$ cat src/rtl/addsub_rr_arbiter.sv
// addsub_rr_arbiter: round-robin sharing of one combinational FP32 add/sub unit
//   add_sub            : i_a, i_b, i_checkequation (0 add, 1 sub) -> o_result, o_overflow, o_underflow
//   addsub_rr_arbiter  : req_valid/req_ready/req_a/req_b/req_op per requester,
//                        rsp_valid/rsp_ready/rsp_id/rsp_result/rsp_overflow/rsp_underflow,
//                        ovf_count/unf_count saturating event counters, clr_count
// Arithmetic: round-to-nearest-even, subnormal inputs read as zero, tiny results flushed
// to signed zero with underflow, huge results become signed infinity with overflow,
// NaN in or inf-inf gives 0x7FC00000, other infinities pass through.
module add_sub (
  input  logic [31:0] i_a,
  input  logic [31:0] i_b,
  input  logic        i_checkequation,
  output logic [31:0] o_result,
  output logic        o_overflow,
  output logic        o_underflow
);
  logic              w_sb, w_a_nan, w_b_nan, w_a_inf, w_b_inf, w_swap, w_sl, w_ss, w_st, w_rnd;
  logic [7:0]        w_el, w_es, w_d;
  logic [23:0]       w_ml, w_ms;
  logic [49:0]       w_t;
  logic [26:0]       w_al, w_n;
  logic [27:0]       w_sum;
  logic [4:0]        w_lz;
  logic [24:0]       w_mr;
  logic signed [9:0] w_e;
  assign w_sb    = i_b[31] ^ i_checkequation;
  assign w_a_nan = (&i_a[30:23]) & (|i_a[22:0]);
  assign w_b_nan = (&i_b[30:23]) & (|i_b[22:0]);
  assign w_a_inf = (&i_a[30:23]) & ~(|i_a[22:0]);
  assign w_b_inf = (&i_b[30:23]) & ~(|i_b[22:0]);
  // order operands by magnitude so the difference is never negative
  assign w_swap = ((i_b[30:23] == 8'd0) ? 31'd0 : i_b[30:0]) > ((i_a[30:23] == 8'd0) ? 31'd0 : i_a[30:0]);
  assign w_el   = w_swap ? i_b[30:23] : i_a[30:23];
  assign w_es   = w_swap ? i_a[30:23] : i_b[30:23];
  assign w_sl   = w_swap ? w_sb : i_a[31];
  assign w_ss   = w_swap ? i_a[31] : w_sb;
  assign w_ml   = (w_el == 8'd0) ? 24'd0 : {1'b1, w_swap ? i_b[22:0] : i_a[22:0]};
  assign w_ms   = (w_es == 8'd0) ? 24'd0 : {1'b1, w_swap ? i_a[22:0] : i_b[22:0]};
  assign w_d    = w_el - w_es;
  // align smaller operand keeping guard, round and a sticky OR of everything shifted out
  assign w_t    = {w_ms, 26'd0} >> w_d;
  assign w_st   = (w_d > 8'd26) ? |w_ms : |w_t[23:0];
  assign w_al   = {w_t[49:24], w_st};
  assign w_sum  = (w_sl ^ w_ss) ? {1'b0, w_ml, 3'b000} - {1'b0, w_al} : {1'b0, w_ml, 3'b000} + {1'b0, w_al};
  always_comb begin
    w_lz = 5'd0;
    for (int i = 0; i < 27; i++) if (w_sum[i]) w_lz = 5'(26 - i);
  end
  assign w_n   = w_sum[27] ? {w_sum[27:2], w_sum[1] | w_sum[0]} : w_sum[26:0] << w_lz;
  assign w_rnd = w_n[2] & (w_n[1] | w_n[0] | w_n[3]);
  assign w_mr  = {1'b0, w_n[26:3]} + 25'(w_rnd);
  assign w_e   = 10'(w_el) + (w_sum[27] ? 10'd1 : -10'(w_lz)) + 10'(w_mr[24]);
  always_comb begin
    o_overflow  = 1'b0;
    o_underflow = 1'b0;
    if (w_a_nan | w_b_nan | (w_a_inf & w_b_inf & (i_a[31] ^ w_sb))) o_result = 32'h7FC00000;
    else if (w_a_inf) o_result = {i_a[31], 31'h7F800000};
    else if (w_b_inf) o_result = {w_sb, 31'h7F800000};
    else if (w_sum == 28'd0) o_result = {w_sl & w_ss, 31'd0};
    else if (w_e >= 10'sd255) begin
      o_result   = {w_sl, 31'h7F800000};
      o_overflow = 1'b1;
    end else if (w_e < 10'sd1) begin
      o_result    = {w_sl, 31'd0};
      o_underflow = 1'b1;
    end else o_result = {w_sl, w_e[7:0], w_mr[24] ? w_mr[23:1] : w_mr[22:0]};
  end
endmodule

module addsub_rr_arbiter #(
  parameter int NREQ  = 4,
  parameter int ID_W  = 2,
  parameter int CNT_W = 16
) (
  input  logic               clk,
  input  logic               rst,
  input  logic [NREQ-1:0]    req_valid,
  output logic [NREQ-1:0]    req_ready,
  input  logic [NREQ*32-1:0] req_a,
  input  logic [NREQ*32-1:0] req_b,
  input  logic [NREQ-1:0]    req_op,
  output logic               rsp_valid,
  input  logic               rsp_ready,
  output logic [ID_W-1:0]    rsp_id,
  output logic [31:0]        rsp_result,
  output logic               rsp_overflow,
  output logic               rsp_underflow,
  output logic [CNT_W-1:0]   ovf_count,
  output logic [CNT_W-1:0]   unf_count,
  input  logic               clr_count
);
  localparam logic [0:0] EMPTY = 1'b0;
  localparam logic [0:0] FULL  = 1'b1;
  logic [0:0]       r_state;
  logic [ID_W-1:0]  r_last, r_id;
  logic [31:0]      r_result;
  logic             r_ovf, r_unf;
  logic [CNT_W-1:0] r_ovf_cnt, r_unf_cnt;
  logic [ID_W-1:0]  w_gnt;
  logic             w_any, w_acc, w_ovf, w_unf;
  logic [31:0]      w_res;
  // scan from farthest to nearest so the nearest requester after r_last wins
  always_comb begin
    w_any = 1'b0;
    w_gnt = '0;
    for (int k = NREQ; k >= 1; k--) begin
      if (req_valid[(int'(r_last) + k) % NREQ]) begin
        w_any = 1'b1;
        w_gnt = ID_W'((int'(r_last) + k) % NREQ);
      end
    end
  end
  assign w_acc     = w_any & ((r_state == EMPTY) | rsp_ready) & ~rst;
  assign req_ready = w_acc ? {{(NREQ-1){1'b0}}, 1'b1} << w_gnt : '0;
  add_sub u_add_sub (
    .i_a             (req_a[32*w_gnt +: 32]),
    .i_b             (req_b[32*w_gnt +: 32]),
    .i_checkequation (req_op[w_gnt]),
    .o_result        (w_res),
    .o_overflow      (w_ovf),
    .o_underflow     (w_unf)
  );
  always_ff @(posedge clk or posedge rst) begin
    if (rst) begin
      r_state   <= EMPTY;
      r_last    <= ID_W'(NREQ - 1);
      r_id      <= '0;
      r_result  <= '0;
      r_ovf     <= 1'b0;
      r_unf     <= 1'b0;
      r_ovf_cnt <= '0;
      r_unf_cnt <= '0;
    end else begin
      if (w_acc) begin
        r_state  <= FULL;
        r_last   <= w_gnt;
        r_id     <= w_gnt;
        r_result <= w_res;
        r_ovf    <= w_ovf;
        r_unf    <= w_unf;
      end else if (rsp_ready) r_state <= EMPTY;
      r_ovf_cnt <= clr_count ? '0 : (w_acc & w_ovf & ~&r_ovf_cnt) ? r_ovf_cnt + 1'b1 : r_ovf_cnt;
      r_unf_cnt <= clr_count ? '0 : (w_acc & w_unf & ~&r_unf_cnt) ? r_unf_cnt + 1'b1 : r_unf_cnt;
    end
  end
  assign rsp_valid     = r_state == FULL;
  assign rsp_id        = r_id;
  assign rsp_result    = r_result;
  assign rsp_overflow  = r_ovf;
  assign rsp_underflow = r_unf;
  assign ovf_count     = r_ovf_cnt;
  assign unf_count     = r_unf_cnt;
endmodule

$ cat config.mk
export PLATFORM = sky130hd
export DESIGN_NAME = addsub_rr_arbiter
export DESIGN_NICKNAME = d
export VERILOG_FILES = /design/src/rtl/addsub_rr_arbiter.sv
export SDC_FILE = /design/constraint.sdc
export NUM_CORES = 1
export LEC_CHECK = 0
export CORE_AREA = 2 2 243 245
export DETAILED_ROUTE_END_ITERATION = 16
export DIE_AREA = 0 0 245 247
export GPL_TIMING_DRIVEN = 0
export PLACE_DENSITY = 0.6
export SYNTH_ARGS = -nofsm -noshare
export SYNTH_HDL_FRONTEND = slang
export SYNTH_SLANG_ARGS = --single-unit
$ cat constraint.sdc
create_clock -name clk -period 30 [get_ports clk]
set_clock_uncertainty 0.15 [all_clocks]
set_input_delay 7.5 -clock clk [delete_from_list [all_inputs] [get_ports clk]]
set_output_delay 7.5 -clock clk [all_outputs]
set_load 0.03 [all_outputs]
==> out/results.ini <==
[sta]
final_hold_viol_count=0
fmaxAchievable_ghz=0.0345
finalSetupViolations=0
fin_crit_ps=28950
worst_pin_slew_ps=1460
slew_headroom_pct=1.95
setup_slack_ps=1050
slew_violations=0
hold_ws_ps=328
fin_crit_sh_pct=96.5

[setup_path]
rrSetupSlack_ps=8260
cp_max_fo=10
cpMaxStageDelayCell=clkdlybuf4s50_1
start_kind=input pin
critPathCaptureType=register
path_class=in -> reg
r2r_cells=89
r2r_end=unf_count[13]$_DFFE_PP0P_
worst_path_largest_cell_delay_ps=560
critPathArrivalTime_ps=29050
crit_required_ps=30100
cp_common_cell=buf_2
r2r-start=r_last[1]$_DFFE_PP1P_

[global_route]
grt_use_met1_pct=42.1
grt_pass1_wl_mm=151
met2_usage_pct=51.8
grt_max_degree=72
antenna_found_initial=5
top_usage_layer=met2
overflow=0
grtUsageMet3_pct=5.61
grt_pass1_vias=24228
grtUsageTotal_pct=32.1

[logic_synthesis]
ys_seq_area_share_pct=8.84
syn_area_per_cell_um2=6.86
synth_ff_type=dfrtp_1
async_reset_ff_share_pct=100
synth_nets=3301
synth_warnings=0
syn_area_um2=20100
synth.top_cell.area_share_pct=9.17
synth_edf_count=0
netlist_top_cells_area=nand2_1, dfrtp_1, mux2i_1
synth_cells=2936
synth_cell_types=120
ys_seq_elements=71
synth_top_area_cell=nand2_1

[placement]
dp_slack_ps=-1790
hpwl_mm=81.5
port_buffers=340
place_congestion=1.05

[clocking]
cts-root-buf=clkbuf_16
htreeDepth=3
cts_made_buffers=9
postCtsHoldBufs=0
numClockSinks=71
clk_path_buf_depth=2
cts_tree=built
insertion_delay_ps=340
clk_pin_slew_worst_paths_ps=60

[worst_hold_path]
worstHoldStart=rsp_result[21]$_DFFE_PP0P_
worst_hold_path_type=reg -> reg
holdPathStages=2
worstHoldEndpoint=rsp_result[21]$_DFFE_PP0P_

[floorplan]
dieArea_um2=60500
die_y_um=247
start_util_pct=34.6
num_rows=89
ios=341
core-area_um2=58200
die_w_um=245

[finish]
syn2layout_area_growth_pct=25.3
final_net_count=3668
fill_cells=6129
final_cell_mix=nand2_1, clkdlybuf4s50_1, nor2_1
drive_gt1_share_pct=9.58
final_common_cell=nand2_1

[route]
antenna_left=0
drt_pass1_iterations=6
vias_per_cell=6.33
vias=25854
finalWirelength_mm=101
drt_iter0_drc=3325
wl_per_cell_um=24.8
route.detailed.drc=0

[run]
maxCapViolCount=0

[outcome]
status=finished, final reports clean

## layer usage
metal  wire length [um]  vias to the layer above  share of wire [%]
met5                 15                        -              0.015
met4               4870                        2                4.8
met3              10400                      311                 10
met2              44600                     1579                 44
met1              41600                    12204                 41
li1                   -                    11758                  -
## cell usage after synthesis, types with 20 or more instances
master and n:
nand2_1 492, nor2_1 236, a21oi_1 169, nand3_1 151
o21ai_0 151, mux2i_1 132, inv_1 100, clkbuf_1 99
ha_1 94, nor3_1 82, dfrtp_1 69, and3_1 58
a31oi_1 57, and2_1 55, a32oi_1 52, xor2_1 51
nand4_1 48, a21o_1 46, xnor2_1 46, buf_2 44
o211ai_1 44, mux4_2 36, or3_1 35, a211oi_1 34
a311oi_1 27, nand2b_1 27, nor4_1 27, o22ai_1 23
mux2_2 22, nor2b_1 21, buf_6 20
## sequential cells by signal, indices dropped and copies added (netlist names)
register / cells
rsp_result: 32
ovf_count: 16
unf_count: 16
r_last: 2
rsp_id: 2
rsp_overflow: 1
rsp_underflow: 1
rsp_valid: 1
## through the flow
step / area, um2 / instances / util (%) / TNS [ps]
6_report: 25200 / 4084 / 43.3 / 0
5_1_grt: 25200 / 4084 / 43.3 / -26.0
4_1_cts: 24900 / 4070 / 42.8 / 0
3_5_place_dp: 24500 / 4050 / 42.1 / -74300
3_3_place_gp: 24500 / 4049 / 42.1 / -72800
2_1_floorplan: 20100 / 2936 / - / 0
## logic make-up (layout without fill, tap and decap cells)
| kind of cell | after synthesis | count (layout) | share of synthesized area [%] |
|---|---|---|---|
| AO/OA/AOI/OAI | 858 | 858 | 30.2 |
| XOR/XNOR | 99 | 99 | 4.38 |
| adder cells (fa/ha/maj) | 97 | 97 | 6.14 |
| buffers and inverters | 306 | 678 | 7.03 |
| flip-flops | 71 | 71 | 8.84 |
| multiplexers | 191 | 191 | 11.9 |
| other | 0 | 3 | 0 |
| AND/OR/NAND/NOR | 1314 | 1314 | 31.5 |
## worst max-delay path, delay by kind of cell
kind / cells / cell delay [ps]
AO/OA/AOI/OAI: 33 / 7670
XOR/XNOR: 3 / 810
adder cells (fa/ha/maj): 5 / 1440
buffers and inverters: 23 / 6320
multiplexers: 2 / 690
AND/OR/NAND/NOR: 24 / 4560
## layout make-up
type                            count  area [um2]  area share, %
Tap cell                          773         967           3.83
Clock buffer                       13         250          0.992
Clock inverter                      3        42.5          0.169
Antenna cell                        3        7.51         0.0298
Sequential cell                    71        1780           7.05
Inverter                          111         420           1.67
Multi-Input combinational cell   2559       17200           68.2
Timing Repair Buffer              356        3520           14.0
Buffer                            195        1040           4.12
## repair_timing
item | CTS | global route
pin swaps | 3 | 6
gates resized for setup | 16 | 55
setup buffers | 4 | 11
endpoints found under the setup margin | 62 | 62
## worst max path at each step
stage | to | startpoint | cells after the start
global route | unf_count[13]$_DFFE_PP0P_ | req_valid[3] | 93
detailed placement | unf_count[13]$_DFFE_PP0P_ | req_valid[3] | 93
CTS | unf_count[13]$_DFFE_PP0P_ | req_valid[3] | 92
floorplan | unf_count[13]$_DFFE_PP0P_ | req_valid[1] | 92
finish | unf_count[13]$_DFFE_PP0P_ | req_valid[3] | 90
global placement | unf_count[13]$_DFFE_PP0P_ | req_valid[3] | 93
Power is not shown: default switching activity piles up to over one toggle a cycle in this logic, so the estimate is an artifact.
